### config.mk
export PLATFORM = sky130hd
export DESIGN_NAME = switch_debounce_4b
export DESIGN_NICKNAME = d
export VERILOG_FILES = /design/src/rtl/switch_debounce_pkg.sv /design/src/rtl/switch_debounce_bit.sv /design/src/rtl/switch_debounce_4b.sv
export SDC_FILE = /design/constraint.sdc
export NUM_CORES = 1
export LEC_CHECK = 0
export BUFFER_PORTS_ARGS = -buffer_cell sky130_fd_sc_hd__buf_4
export CORE_AREA = 2 2 129 131
export CTS_BUF_LIST = sky130_fd_sc_hd__clkbuf_16
export DETAILED_ROUTE_END_ITERATION = 10
export DIE_AREA = 0 0 131 133
export GPL_TIMING_DRIVEN = 0
export PLACE_DENSITY_LB_ADDON = 0.3
export SETUP_SLACK_MARGIN = 0.15
export SYNTH_ARGS = -nofsm -noshare
export SYNTH_HDL_FRONTEND = slang
export SYNTH_SLANG_ARGS = --single-unit
### constraint.sdc
create_clock -name clk -period 2.95 [get_ports clk]
set_input_delay 0.59 -clock clk [delete_from_list [all_inputs] [get_ports clk]]
set_output_delay 0.59 -clock clk [all_outputs]
set_load 0.02 [all_outputs]
### src/rtl/switch_debounce_pkg.sv
// Shared types, defaults and helpers for the four-switch debounce front end.
// The optional freeze input is enabled by defining SWITCH_DEBOUNCE_HOLD_EN.
package switch_debounce_pkg;

    // Four-bit switch vector: [3]=A, [2]=B, [1]=C, [0]=D.
    typedef logic [3:0] sw_vec_t;

    // Per-bit debounce FSM states.
    typedef enum logic [0:0] {
        DB_STABLE   = 1'b0,
        DB_COUNTING = 1'b1
    } db_state_t;

    // 10 ms at 50 MHz.
    localparam int DB_CNT_MAX_DEFAULT     = 500000;
    localparam int DB_SYNC_STAGES_DEFAULT = 2;

    // OR-reduction of a switch vector, used for the shared change/busy flags.
    function automatic logic vec_any(input sw_vec_t v);
        return |v;
    endfunction

endpackage

### src/rtl/switch_debounce_bit.sv
// One switch channel: synchronizer chain, STABLE/COUNTING FSM and counter.
// With SWITCH_DEBOUNCE_HOLD_EN defined a hold input freezes the channel.
module debounce_bit
    import switch_debounce_pkg::*;
#(
    parameter int CNT_MAX     = DB_CNT_MAX_DEFAULT,
    parameter int SYNC_STAGES = DB_SYNC_STAGES_DEFAULT
) (
    input  logic clk,
    input  logic rst_n,
`ifdef SWITCH_DEBOUNCE_HOLD_EN
    input  logic hold,
`endif
    input  logic raw,
    output logic db,
    output logic update,
    output logic counting_next
);

    localparam int CW = $clog2(CNT_MAX);
    // Terminal count: the accepting edge happens while the counter holds this.
    localparam logic [CW-1:0] CNT_LAST = CW'(CNT_MAX - 1);
    localparam logic [CW-1:0] CNT_ONE  = CW'(1);
    localparam logic [CW-1:0] CNT_ZERO = {CW{1'b0}};

    logic [SYNC_STAGES-1:0] sync_r;
    logic                   s_s;
    logic                   hold_s;
    db_state_t              state_r;
    db_state_t              state_nxt_s;
    logic [CW-1:0]          cnt_r;
    logic [CW-1:0]          cnt_nxt_s;
    logic                   db_r;
    logic                   db_nxt_s;
    logic                   upd_s;

`ifdef SWITCH_DEBOUNCE_HOLD_EN
    assign hold_s = hold;
`else
    assign hold_s = 1'b0;
`endif

    // Plain flop chain bringing the asynchronous switch into the clk domain.
    always_ff @(posedge clk or negedge rst_n) begin
        if (!rst_n) begin
            sync_r <= {SYNC_STAGES{1'b0}};
        end else begin
            sync_r <= {sync_r[SYNC_STAGES-2:0], raw};
        end
    end

    assign s_s = sync_r[SYNC_STAGES-1];

    // Next-state, counter and output decision for this channel.
    always_comb begin
        state_nxt_s = state_r;
        cnt_nxt_s   = cnt_r;
        db_nxt_s    = db_r;
        upd_s       = 1'b0;
        if (hold_s) begin
            // Frozen: drop any pending count, keep the accepted level.
            state_nxt_s = DB_STABLE;
            cnt_nxt_s   = CNT_ZERO;
        end else begin
            case (state_r)
                DB_STABLE: begin
                    if (s_s != db_r) begin
                        state_nxt_s = DB_COUNTING;
                        cnt_nxt_s   = CNT_ONE;
                    end else begin
                        cnt_nxt_s   = CNT_ZERO;
                    end
                end
                DB_COUNTING: begin
                    if (s_s == db_r) begin
                        // Bounced back before the window closed.
                        state_nxt_s = DB_STABLE;
                        cnt_nxt_s   = CNT_ZERO;
                    end else if (cnt_r == CNT_LAST) begin
                        // Window complete: accept the new level.
                        state_nxt_s = DB_STABLE;
                        cnt_nxt_s   = CNT_ZERO;
                        db_nxt_s    = s_s;
                        upd_s       = 1'b1;
                    end else begin
                        cnt_nxt_s   = cnt_r + CNT_ONE;
                    end
                end
                default: begin
                    state_nxt_s = DB_STABLE;
                    cnt_nxt_s   = CNT_ZERO;
                end
            endcase
        end
    end

    // State, counter and accepted level registers.
    always_ff @(posedge clk or negedge rst_n) begin
        if (!rst_n) begin
            state_r <= DB_STABLE;
            cnt_r   <= CNT_ZERO;
            db_r    <= 1'b0;
        end else begin
            state_r <= state_nxt_s;
            cnt_r   <= cnt_nxt_s;
            db_r    <= db_nxt_s;
        end
    end

    assign db            = db_r;
    assign update        = upd_s;
    assign counting_next = (state_nxt_s == DB_COUNTING);

endmodule

### src/rtl/switch_debounce_4b.sv
// Four-switch debounce front end for the A/B/C/D decoder inputs.
// Each bit is debounced independently; this level merges the per-bit
// accept events into one registered change strobe and a registered busy flag.
// Defining SWITCH_DEBOUNCE_HOLD_EN adds a hold input that freezes all bits.
module switch_debounce_4b
    import switch_debounce_pkg::*;
#(
    parameter int CNT_MAX     = DB_CNT_MAX_DEFAULT,
    parameter int SYNC_STAGES = DB_SYNC_STAGES_DEFAULT
) (
    input  logic    clk,
    input  logic    rst_n,
`ifdef SWITCH_DEBOUNCE_HOLD_EN
    input  logic    hold,
`endif
    input  sw_vec_t sw_raw,
    output sw_vec_t sw_db,
    output logic    changed,
    output logic    busy
);

    sw_vec_t update_s;
    sw_vec_t counting_s;
    logic    changed_r;
    logic    busy_r;

    for (genvar i = 0; i < 4; i++) begin : g_bit
        debounce_bit #(
            .CNT_MAX     (CNT_MAX),
            .SYNC_STAGES (SYNC_STAGES)
        ) u_bit (
            .clk           (clk),
            .rst_n         (rst_n),
`ifdef SWITCH_DEBOUNCE_HOLD_EN
            .hold          (hold),
`endif
            .raw           (sw_raw[i]),
            .db            (sw_db[i]),
            .update        (update_s[i]),
            .counting_next (counting_s[i])
        );
    end

    // Strobe and busy are registered alongside the sw_db update so they line
    // up with the first cycle the new level is visible.
    always_ff @(posedge clk or negedge rst_n) begin
        if (!rst_n) begin
            changed_r <= 1'b0;
            busy_r    <= 1'b0;
        end else begin
            changed_r <= vec_any(update_s);
            busy_r    <= vec_any(counting_s);
        end
    end

    assign changed = changed_r;
    assign busy    = busy_r;

endmodule

## Yosys cells after proc, flatten, opt, wreduce, memory -nomap -nowiden

Index checks and enable logic that the tools add are counted.

| cells by class | value |
|---|---|
| bitwise operators | 8 |
| add/sub/neg operators | 4 |
| reductions and logical operators | 6 |
| multiplexer cells | 44 |
| equal/unequal tests | 12 |

Operators with widths:

| cell | number |
|---|---|
| 19-bit 2-to-1 mux | 8 |
| 19-bit case mux with 2 select lines | 4 |
| 19-bit by 1-bit adder with 19-bit output, second input constant | 4 |
| 19-bit equality test, second input constant | 4 |
| 1-bit 2-to-1 mux | 28 |
| 3-bit AND reduction | 4 |
| 1-bit inverter | 8 |
| 1-bit case mux with 2 select lines | 4 |
| 4-bit OR reduction | 2 |
| 1-bit equality test | 4 |
| 1-bit != test | 4 |

| word-level totals | value |
|---|---|
| logic and storage cells | 92 |
| bits in registers | 94 |
| bits of input ports | 6 |
| output and inout port bits | 6 |

## Depth between registers and ports, before layout

Gate-level depths: netlist of run 1.

| depth | value |
|---|---|
| depth after elaboration | 5 |
| mapped depth | 7 |
| depth with buffers taken out | 5 |

## Hierarchy

A second synthesis of run 1 with hierarchy kept.

| unflattened totals | value |
|---|---|
| cells, all modules | 456 |
| area total of the unflattened synthesis | 4,654.5 µm² |

Modules (own cells, without submodules):

| module | seq. area each (µm²) | cells each | times used | area an instance (µm²) |
|---|---|---|---|---|
| debounce_bit | 575.6 | 113 | 4 | 1,147.4 |
| switch_debounce_4b | 50.0 | 4 | 1 | 65.1 |

## Worst setup path before layout of run 1

No wires, ideal clock.

| path | value |
|---|---|
| path kind | flip-flop to flip-flop |
| start | reg g_bit[0].u_bit.cnt_r[11] |
| end | reg g_bit[0].u_bit.db_r |
| setup time | 128 ps |
| slack | 809 ps |
| required time | 2,822 ps |
| buffers on the path | 1 |
| cell stages (with the launch flop) | 6 |
| period minus slack after synthesis | 2,141 ps |
| data arrival time | 2,014 ps |
| cell sequence | dfrtp_1 -> or4b_1 -> or4_1 -> buf_2 -> nor3_1 -> mux2_1 |

| between the ends | value |
|---|---|
| word-level cells in the longest chain between the ends | 2 |

Ends and longest elaborated chain:

| element | line | RTL |
|---|---|---|
| start: declaration | switch_debounce_bit.sv:31 | `logic [CW-1:0] cnt_r;` |
| start signal: assignment | switch_debounce_bit.sv:105 | `cnt_r <= cnt_nxt_s;` |
| 19-bit equality test | switch_debounce_bit.sv:79 | `end else if (cnt_r == CNT_LAST) begin` |
| 3-bit AND reduction (no source line) | n/a |  |
| end signal: assignment | switch_debounce_bit.sv:106 | `db_r <= db_nxt_s;` |
| end: declaration | switch_debounce_bit.sv:33 | `logic db_r;` |

Every way passes these cells.
A chain may end at the register's enable or synchronous reset.

## Worst setup path in the final report of run 1

| path | value |
|---|---|
| start | reg g_bit[3].u_bit.cnt_r[0] |
| end | reg g_bit[3].u_bit.cnt_r[11] |

| between the ends | value |
|---|---|
| word-level cells in the longest chain between the ends | 4 |
| elaborated cells between the ends (all ways) | 5 |
| those cells by class | add/sub: 1; eq/ne: 1; mux: 3 |

Ends and longest elaborated chain:

| element | line | RTL |
|---|---|---|
| start: declaration | switch_debounce_bit.sv:31 |  |
| start signal: assignment | switch_debounce_bit.sv:105 |  |
| 19-bit by 1-bit adder with 19-bit output / 19-bit equality test (equally long branches) | switch_debounce_bit.sv:86, switch_debounce_bit.sv:79 |  |
| 19-bit 2-to-1 mux (*) | switch_debounce_bit.sv:79 |  |
| 19-bit 2-to-1 mux (*) | switch_debounce_bit.sv:75 | `if (s_s == db_r) begin` |
| 19-bit case mux with 2 select lines (*) | switch_debounce_bit.sv:65 | `case (state_r)` |
| via g_bit[3].u_bit.cnt_nxt_s[11] | switch_debounce_bit.sv:32 | `logic [CW-1:0] cnt_nxt_s;` |

The timed path passes the listed nets; every way through them passes the cells marked *.

==> results of run 1 <==
sequential cells by signal, indices dropped and copies added, names as in the netlist:
| signal | flops |
|---|---|
| g_bit.u_bit.sync_r | 8 |
| g_bit.u_bit.db | 4 |
| g_bit.u_bit.state_r | 4 |
| g_bit.u_bit.cnt_r | 76 |
| changed | 1 |
| busy | 1 |
metal layers:
layer | GRT usage [%] | vias up | share of wire, %
met1 | 15.32 | 1597 | 49
met5 | 0 | - | 0
met4 | 3.191 | 0 | 0.92
met3 | 3.518 | 9 | 3.0
met2 | 17.33 | 35 | 48
li1 | - | 1635 | -
cell usage in the layout, fill, tap and decap left out, types with 2 or more instances in the layout:
cell / Yosys / final
buf_4: 6 / 17
a21oi_1: 22 / 22
mux2_2: 2 / 2
dfrtp_1: 94 / 94
nand4_1: 11 / 11
nor4b_1: 3 / 3
or4b_1: 3 / 3
o21ai_0: 9 / 9
o31ai_1: 10 / 10
or4_4: 2 / 2
and4_1: 2 / 2
clkbuf_16: 0 / 9
nand2_1: 22 / 22
o21bai_4: 2 / 2
xor2_1: 13 / 13
clkbuf_1: 5 / 5
and3_1: 6 / 6
mux2_1: 2 / 2
o21bai_1: 4 / 4
nand3_1: 29 / 29
or4_1: 14 / 14
bufinv_16: 0 / 3
or3_1: 15 / 15
nor4_1: 15 / 15
xnor2_1: 44 / 44
inv_1: 22 / 23
or3b_2: 2 / 2
nor3_1: 12 / 12
ha_1: 4 / 4
nor2_1: 64 / 64
worst reg2reg max path: stages (launching register included):
cell and delay [ns]:
dfrtp_1 0.38, ha_1 0.21, nand3_1 0.17, or3_1 0.40, clkbuf_1 0.17, o211ai_2 0.38, clkbuf_1 0.44, nor2_1 0.10
path summary, 6_finish.rpt:
kind | start | end | slack [ns]
setup / recovery | g_bit[3].u_bit.cnt_r[0] | g_bit[3].u_bit.cnt_r[11] | 0.55
setup reg to reg | g_bit[3].u_bit.cnt_r[0] | g_bit[3].u_bit.cnt_r[11] | 0.55
min in group asynchronous | rst_n | g_bit[3].u_bit.cnt_r[13] | 0.48
hold / removal | g_bit[1].u_bit.sync_r[0] | g_bit[1].u_bit.sync_r[1] | 0.35
hold reg to reg | g_bit[1].u_bit.sync_r[0] | g_bit[1].u_bit.sync_r[1] | 0.35
max in group asynchronous | rst_n | g_bit[0].u_bit.cnt_r[7] | 1.74
layout make-up:
class | instances | area, um2
plain buffers | 13 | 80.08
clock buffers | 9 | 225.2
clock inverters | 6 | 102.6
fillers | 1668 | 10930
inverters | 22 | 82.58
multi-input cells | 323 | 2042
flip-flops and latches | 94 | 2352
well taps | 220 | 275.3
repair buffers | 11 | 82.58
power breakdown:
group	internal [mW]	leakage (nW)	switching (mW)
Clock	0.816	0.164	0.482
Sequential	1.30	1.27	0.0134
Combinational	0.0254	0.551	0.0570
through the flow:
stage          total power, mW  setup slack, ns
2_1_floorplan            1.382           0.8086
3_5_place_dp             1.427           0.5311
3_3_place_gp             1.426           0.5426
6_report                 2.699           0.5525
5_1_grt                  2.809           0.3359
4_1_cts                  2.742           0.5178
cells by family after synthesis:
family	Yosys count
and+or+nand+nor	207
AOI/OAI and AO/OA	51
adders and majority gates	4
muxes	4
buffers and inverters	35
DFF	94
xor gates and xnor gates	57
==> flow_metrics.tcl, run 1 <==
set metrics [dict create \
    globalRoute.totalOverflow 0 \
    cts_max_path_buffers 2 \
    avgRoutedWirePerCell_um 12.84 \
    timing.hold.worst.class "flip-flop to flip-flop" \
    synth_ff_type "dfrtp_1" \
    hold-path-cell-count 0 \
    cp-start-kind "flip-flop" \
    design.portCount 12 \
    max-cap-violations 0 \
    first_pass_iters 4 \
    grt_pass1_vias 3280 \
    vdd_ir_drop_max_mv 0.3003 \
    post-route-min-period_ns 2.398 \
    vias_per_cell 4.693 \
    post-cts-setup-buffers 0 \
    postPlaceCellArea_um2 4915 \
    post-place-cells 683 \
    ys.warnings.count 0 \
    drtAntennaViolNets 0 \
    global_route_wire_length_before_repair_um 15680 \
    cts_buffers 9 \
    final_hold_viol_count 0 \
    worst-r2r-cell-count 7 \
    synth_top_cell_area_share_pct 51.62 \
    cts.sink_count 94 \
    timing.clock.skew_ns 0.003182 \
    finalMaxSlewViolations 0 \
    synth-compound-area-share_pct 7.551 \
    synth_enable_flop_cells 0 \
    initial_antenna_violation_count 0 \
    globalplace.congestion 0.7808 \
    cp_num_cells 7 \
    dp_hpwl_um 6005 \
    initial_utilization_pct 28.18 \
    total_routed_wirelength_um 8961 \
    areaGrowthSynthToFinish_pct 15.05 \
    postSynthCellCount 452 \
    relSlewSlack_pct 22.44 \
    grt_start_max_net_pins 95 \
    portBuffers 11 \
    setup_tns_ns 0 \
    yosys.area_share.adder_pct 1.098 \
    drt_drc_violations_left 0 \
    core_area_um2 16170 \
    post_cts_repair_resize_count 0 \
    htreeDepth 3 \
    ys_seq_area_share_pct 51.62 \
    status "completed" \
    achievable-frequency_mhz 417.1 \
    clockRootBuffer "clkbuf_16" \
    worst_skew_pair.late_latency_ns 0.34 \
    synth.top_cells.by_count "dfrtp_1 (94), nor2_1 (64), xnor2_1 (44), nand3_1 (29)" \
    synthMostInstantiatedCell "dfrtp_1" \
    worst_path_most_repeated_cell "clkbuf_1" \
    timing_worst_setup_path_type "flip-flop to flip-flop" \
    clkSlewWorstSetupHoldPaths_ns 0.06 \
    setup_viol 0 \
    synth.ff_latch_count 94 \
    holdBufCountCts 0 \
    num-nets-final 484 \
    critPathCaptureType "flip-flop" \
    crit_family "simple AND/OR/NAND/NOR gates" \
    critical_path.cell_chain "ha_1, nand3_1, or3_1, clkbuf_1, o211ai_2, clkbuf_1, nor2_1" \
    worst_ep_arrival_time_ns 2.61 \
    num_antenna_cells 0 \
    placement_rows 47 \
    netlist_top_cells_area "dfrtp_1 (52%), xnor2_1 (8.5%), nor2_1 (5.3%)" \
    finish.instance_area_um2 5243 \
    synthSimpleGateAreaFrac_pct 24.22 \
    synth_top_family_by_area "simple AND/OR/NAND/NOR gates" \
    synth_cell_types 41 \
    worst-path-max-fanout 10 \
    final_util_pct 32.42 \
    drt_iter0_markers 192 \
    multiplexer_fraction_of_the_synthesized_cell_area_pct 0.9885 \
    tightest_slew_ns 1.163 \
    synth_top_cell_by_area "dfrtp_1" \
    design.die.area_um2 17420 \
    postSynthNetCount 462 \
    async_flop_share_pct 100.0 \
    power_density_nw_per_um2 514.8 \
    tritoncts "yes" \
    fp.dieW_um 131 \
    critical_path.n_buffers_inverters 2 \
    post_synth_instance_area_um2 4557 \
    static-leakage-power_nw 1.987 \
    drive_above_1_share_pct 9.414 \
    fin_crit_share_pct 81.27 \
    dieHeight_um 133 \
    grt_setup_unrepaired "false" \
    grt.total_usage_pct 11.28 \
    cp.required_ns 3.16 \
    hold_slack_ns 0.3494 \
    final_cell_count_no_fill 698 \
    synth_area_per_cell_um2 10.08 \
    vias 3276 \
    crit_slowest_cell "clkbuf_1" \
    synthXorXnorAreaFrac_pct 10.96 \
    cpPeakStageDelay_ns 0.44 \
]
Power figures use the tool's default switching activity.
==> run 2: changes to the inputs <==
==> constraint.sdc (replaced) <==
create_clock -name clk -period 2.3 [get_ports clk]
set_input_delay 0.46 -clock clk [delete_from_list [all_inputs] [get_ports clk]]
set_output_delay 0.46 -clock clk [all_outputs]
set_load 0.02 [all_outputs]
==> flow_metrics.tcl, run 2 (same netlist as run 1, synthesis figures left out) <==
set metrics [dict create \
    dieHeight_um 133 \
    portBuffers 11 \
    relSlewSlack_pct 21.70 \
    crit-reg2reg-launch "g_bit[0].u_bit.cnt_r[5]" \
    globalRoute.totalOverflow 0 \
    cts_max_path_buffers 2 \
    vias_per_cell 4.714 \
    setup_tns_ns 0 \
    vdd_ir_drop_max_mv 0.3867 \
    num-nets-final 507 \
    core_area_um2 16170 \
    seqPwrFrac_pct 48.5 \
    p_clk_share_pct 47.9 \
    worst-path-max-fanout 5 \
    globalplace.congestion 0.7808 \
    register_bank_with_the_most_flops "g_bit.u_bit.cnt_r" \
    fp.dieW_um 131 \
    dp_hpwl_um 6005 \
    cts.sink_count 94 \
    num_antenna_cells 0 \
    hold_path_origin "sw_raw[3]" \
    cts_buffers 9 \
    largest_register_ff_count 76 \
    fin_crit_share_pct 94.27 \
    final_common_cell "dfrtp_1" \
    rrSetupSlack_ns 0.13 \
    cp-start-kind "flip-flop" \
    tritoncts "yes" \
    worst_ep_arrival_time_ns 2.35 \
    final_util_pct 34.18 \
    achievable-frequency_mhz 461.2 \
    static-leakage-power_nw 2.150 \
    post-route-min-period_ns 2.168 \
    power_report.internal_total_mw 2.764 \
    postPlaceCellArea_um2 4915 \
    placement_rows 47 \
    cpPeakStageDelay_ns 0.54 \
    design.portCount 12 \
    vias 3399 \
    first_pass_iters 4 \
    design.die.area_um2 17420 \
    crit_slowest_cell "or4_4" \
    top_regs "g_bit.u_bit.cnt_r x76, g_bit.u_bit.sync_r x8" \
    comb_power_share_pct 3.5 \
    setup_viol 0 \
    hold-path-cell-count 1 \
    layout_setup_ws_ns 0.1318 \
    critPathCaptureType "flip-flop" \
    clkSlewWorstSetupHoldPaths_ns 0.06 \
    htreeDepth 3 \
    critical_path.cell_chain "or4b_1, or4_4, buf_6, o31ai_4, o2111ai_2" \
    finalMaxSlewViolations 0 \
    critical_path.n_buffers_inverters 1 \
    drtAntennaViolNets 0 \
    timing.clock.skew_ns 0.005091 \
    grt_start_max_net_pins 95 \
    sw_frac_of_total_pct 20.69 \
    drt_iter0_markers 184 \
    worst_skew_pair.late_latency_ns 0.34 \
    clockRootBuffer "clkbuf_16" \
    cp_num_cells 5 \
    max-cap-violations 0 \
    crit_family "simple AND/OR/NAND/NOR gates" \
    initial_utilization_pct 28.18 \
    tightest_slew_ns 1.174 \
    areaGrowthSynthToFinish_pct 21.31 \
    drt_drc_violations_left 0 \
    finish.instance_area_um2 5528 \
    critical_path.reg2reg.endpoint "busy" \
    status "completed" \
    worst-r2r-cell-count 5 \
    timing_worst_setup_path_type "flip-flop to flip-flop" \
    layout_common_cells "dfrtp_1 (93), nor2_1 (64), xnor2_1 (44), buf_4 (37), nand3_1 (29)" \
    power_density_nw_per_um2 630.4 \
    grt_setup_unrepaired "true" \
    grt.total_usage_pct 11.78 \
    initial_antenna_violation_count 0 \
    final_hold_viol_count 0 \
    avgRoutedWirePerCell_um 13.18 \
    timing.hold.worst.class "primary input to flip-flop" \
    worstHoldEndpoint "g_bit[3].u_bit.sync_r[0]" \
    global_route_wire_length_before_repair_um 16390 \
    total_switching_power_uw 721.1 \
    drive_above_1_share_pct 16.17 \
    grt_pass1_vias 3378 \
    cp.required_ns 2.48 \
    total_routed_wirelength_um 9505 \
    pre_cts_ws_ns -0.1189 \
]
[run 2: what timing repair did]
item / in CTS / in global routing
pin swaps: 9 / 6
setup buffers: 16 / 6
endpoints found under the setup margin: 46 / 42
resized for setup: 16 / 9
cloned: 0 / 1
hold buffers: 0 / 0
[run 2: power groups by stage]
| stage | sequential, mW | combinational [mW] | clock, mW |
|---|---|---|---|
| 6_report | 1.69 | 0.123 | 1.67 |
| 5_1_grt | 1.69 | 0.141 | 1.79 |
| 4_1_cts | 1.69 | 0.122 | 1.72 |
| 3_5_place_dp | 1.72 | 0.109 | 0 |
| 3_3_place_gp | 1.72 | 0.109 | 0 |
| 2_1_floorplan | 1.72 | 0.0546 | 0 |
[run 2: worst max-delay path by stage]
stage,start,end
after floorplan,g_bit[0].u_bit.cnt_r[11],g_bit[0].u_bit.db
after global placement,g_bit[3].u_bit.cnt_r[0],g_bit[3].u_bit.cnt_r[15]
after detailed placement,g_bit[3].u_bit.cnt_r[0],g_bit[3].u_bit.cnt_r[10]
after CTS,g_bit[0].u_bit.cnt_r[7],busy
after global routing,g_bit[3].u_bit.cnt_r[0],busy
final,g_bit[0].u_bit.cnt_r[5],busy
[run 2: metrics by stage]
step | instances | hold slack (ns) | power [mW]
global route | 721 | 0.2050 | 3.622
floorplan | 452 | 0.1644 | 1.773
global placement | 683 | 0.3311 | 1.829
CTS | 714 | 0.2067 | 3.528
detailed placement | 683 | 0.3371 | 1.831
finish | 721 | 0.2225 | 3.485
[run 2: per-layer routing]
layer	vias to the layer above	share of wire, %	GRT usage (%)	wire (um)
met1	1661	47	15.92	4500
met2	55	49	18.42	4648
met5	-	0	0	0
met3	4	3.2	3.478	304
met4	0	0.55	3.132	52
li1	1679	-	-	-
[run 2: worst register-to-register path: stages, from the launching register on]
cell and delay, ns:
dfrtp_2 0.43, or4b_1 0.48, or4_4 0.54, buf_6 0.16, o31ai_4 0.23, o2111ai_2 0.17
[run 2: cell type report]
cell class / count / area, um2
clock buffer: 9 / 225.2
fill: 1648 / 10640
buffer: 13 / 90.09
clock inverter: 6 / 102.6
inverter: 22 / 82.58
timing repair buffer: 34 / 266.5
tap: 220 / 275.3
sequential: 94 / 2354
multi-input combinational: 323 / 2132
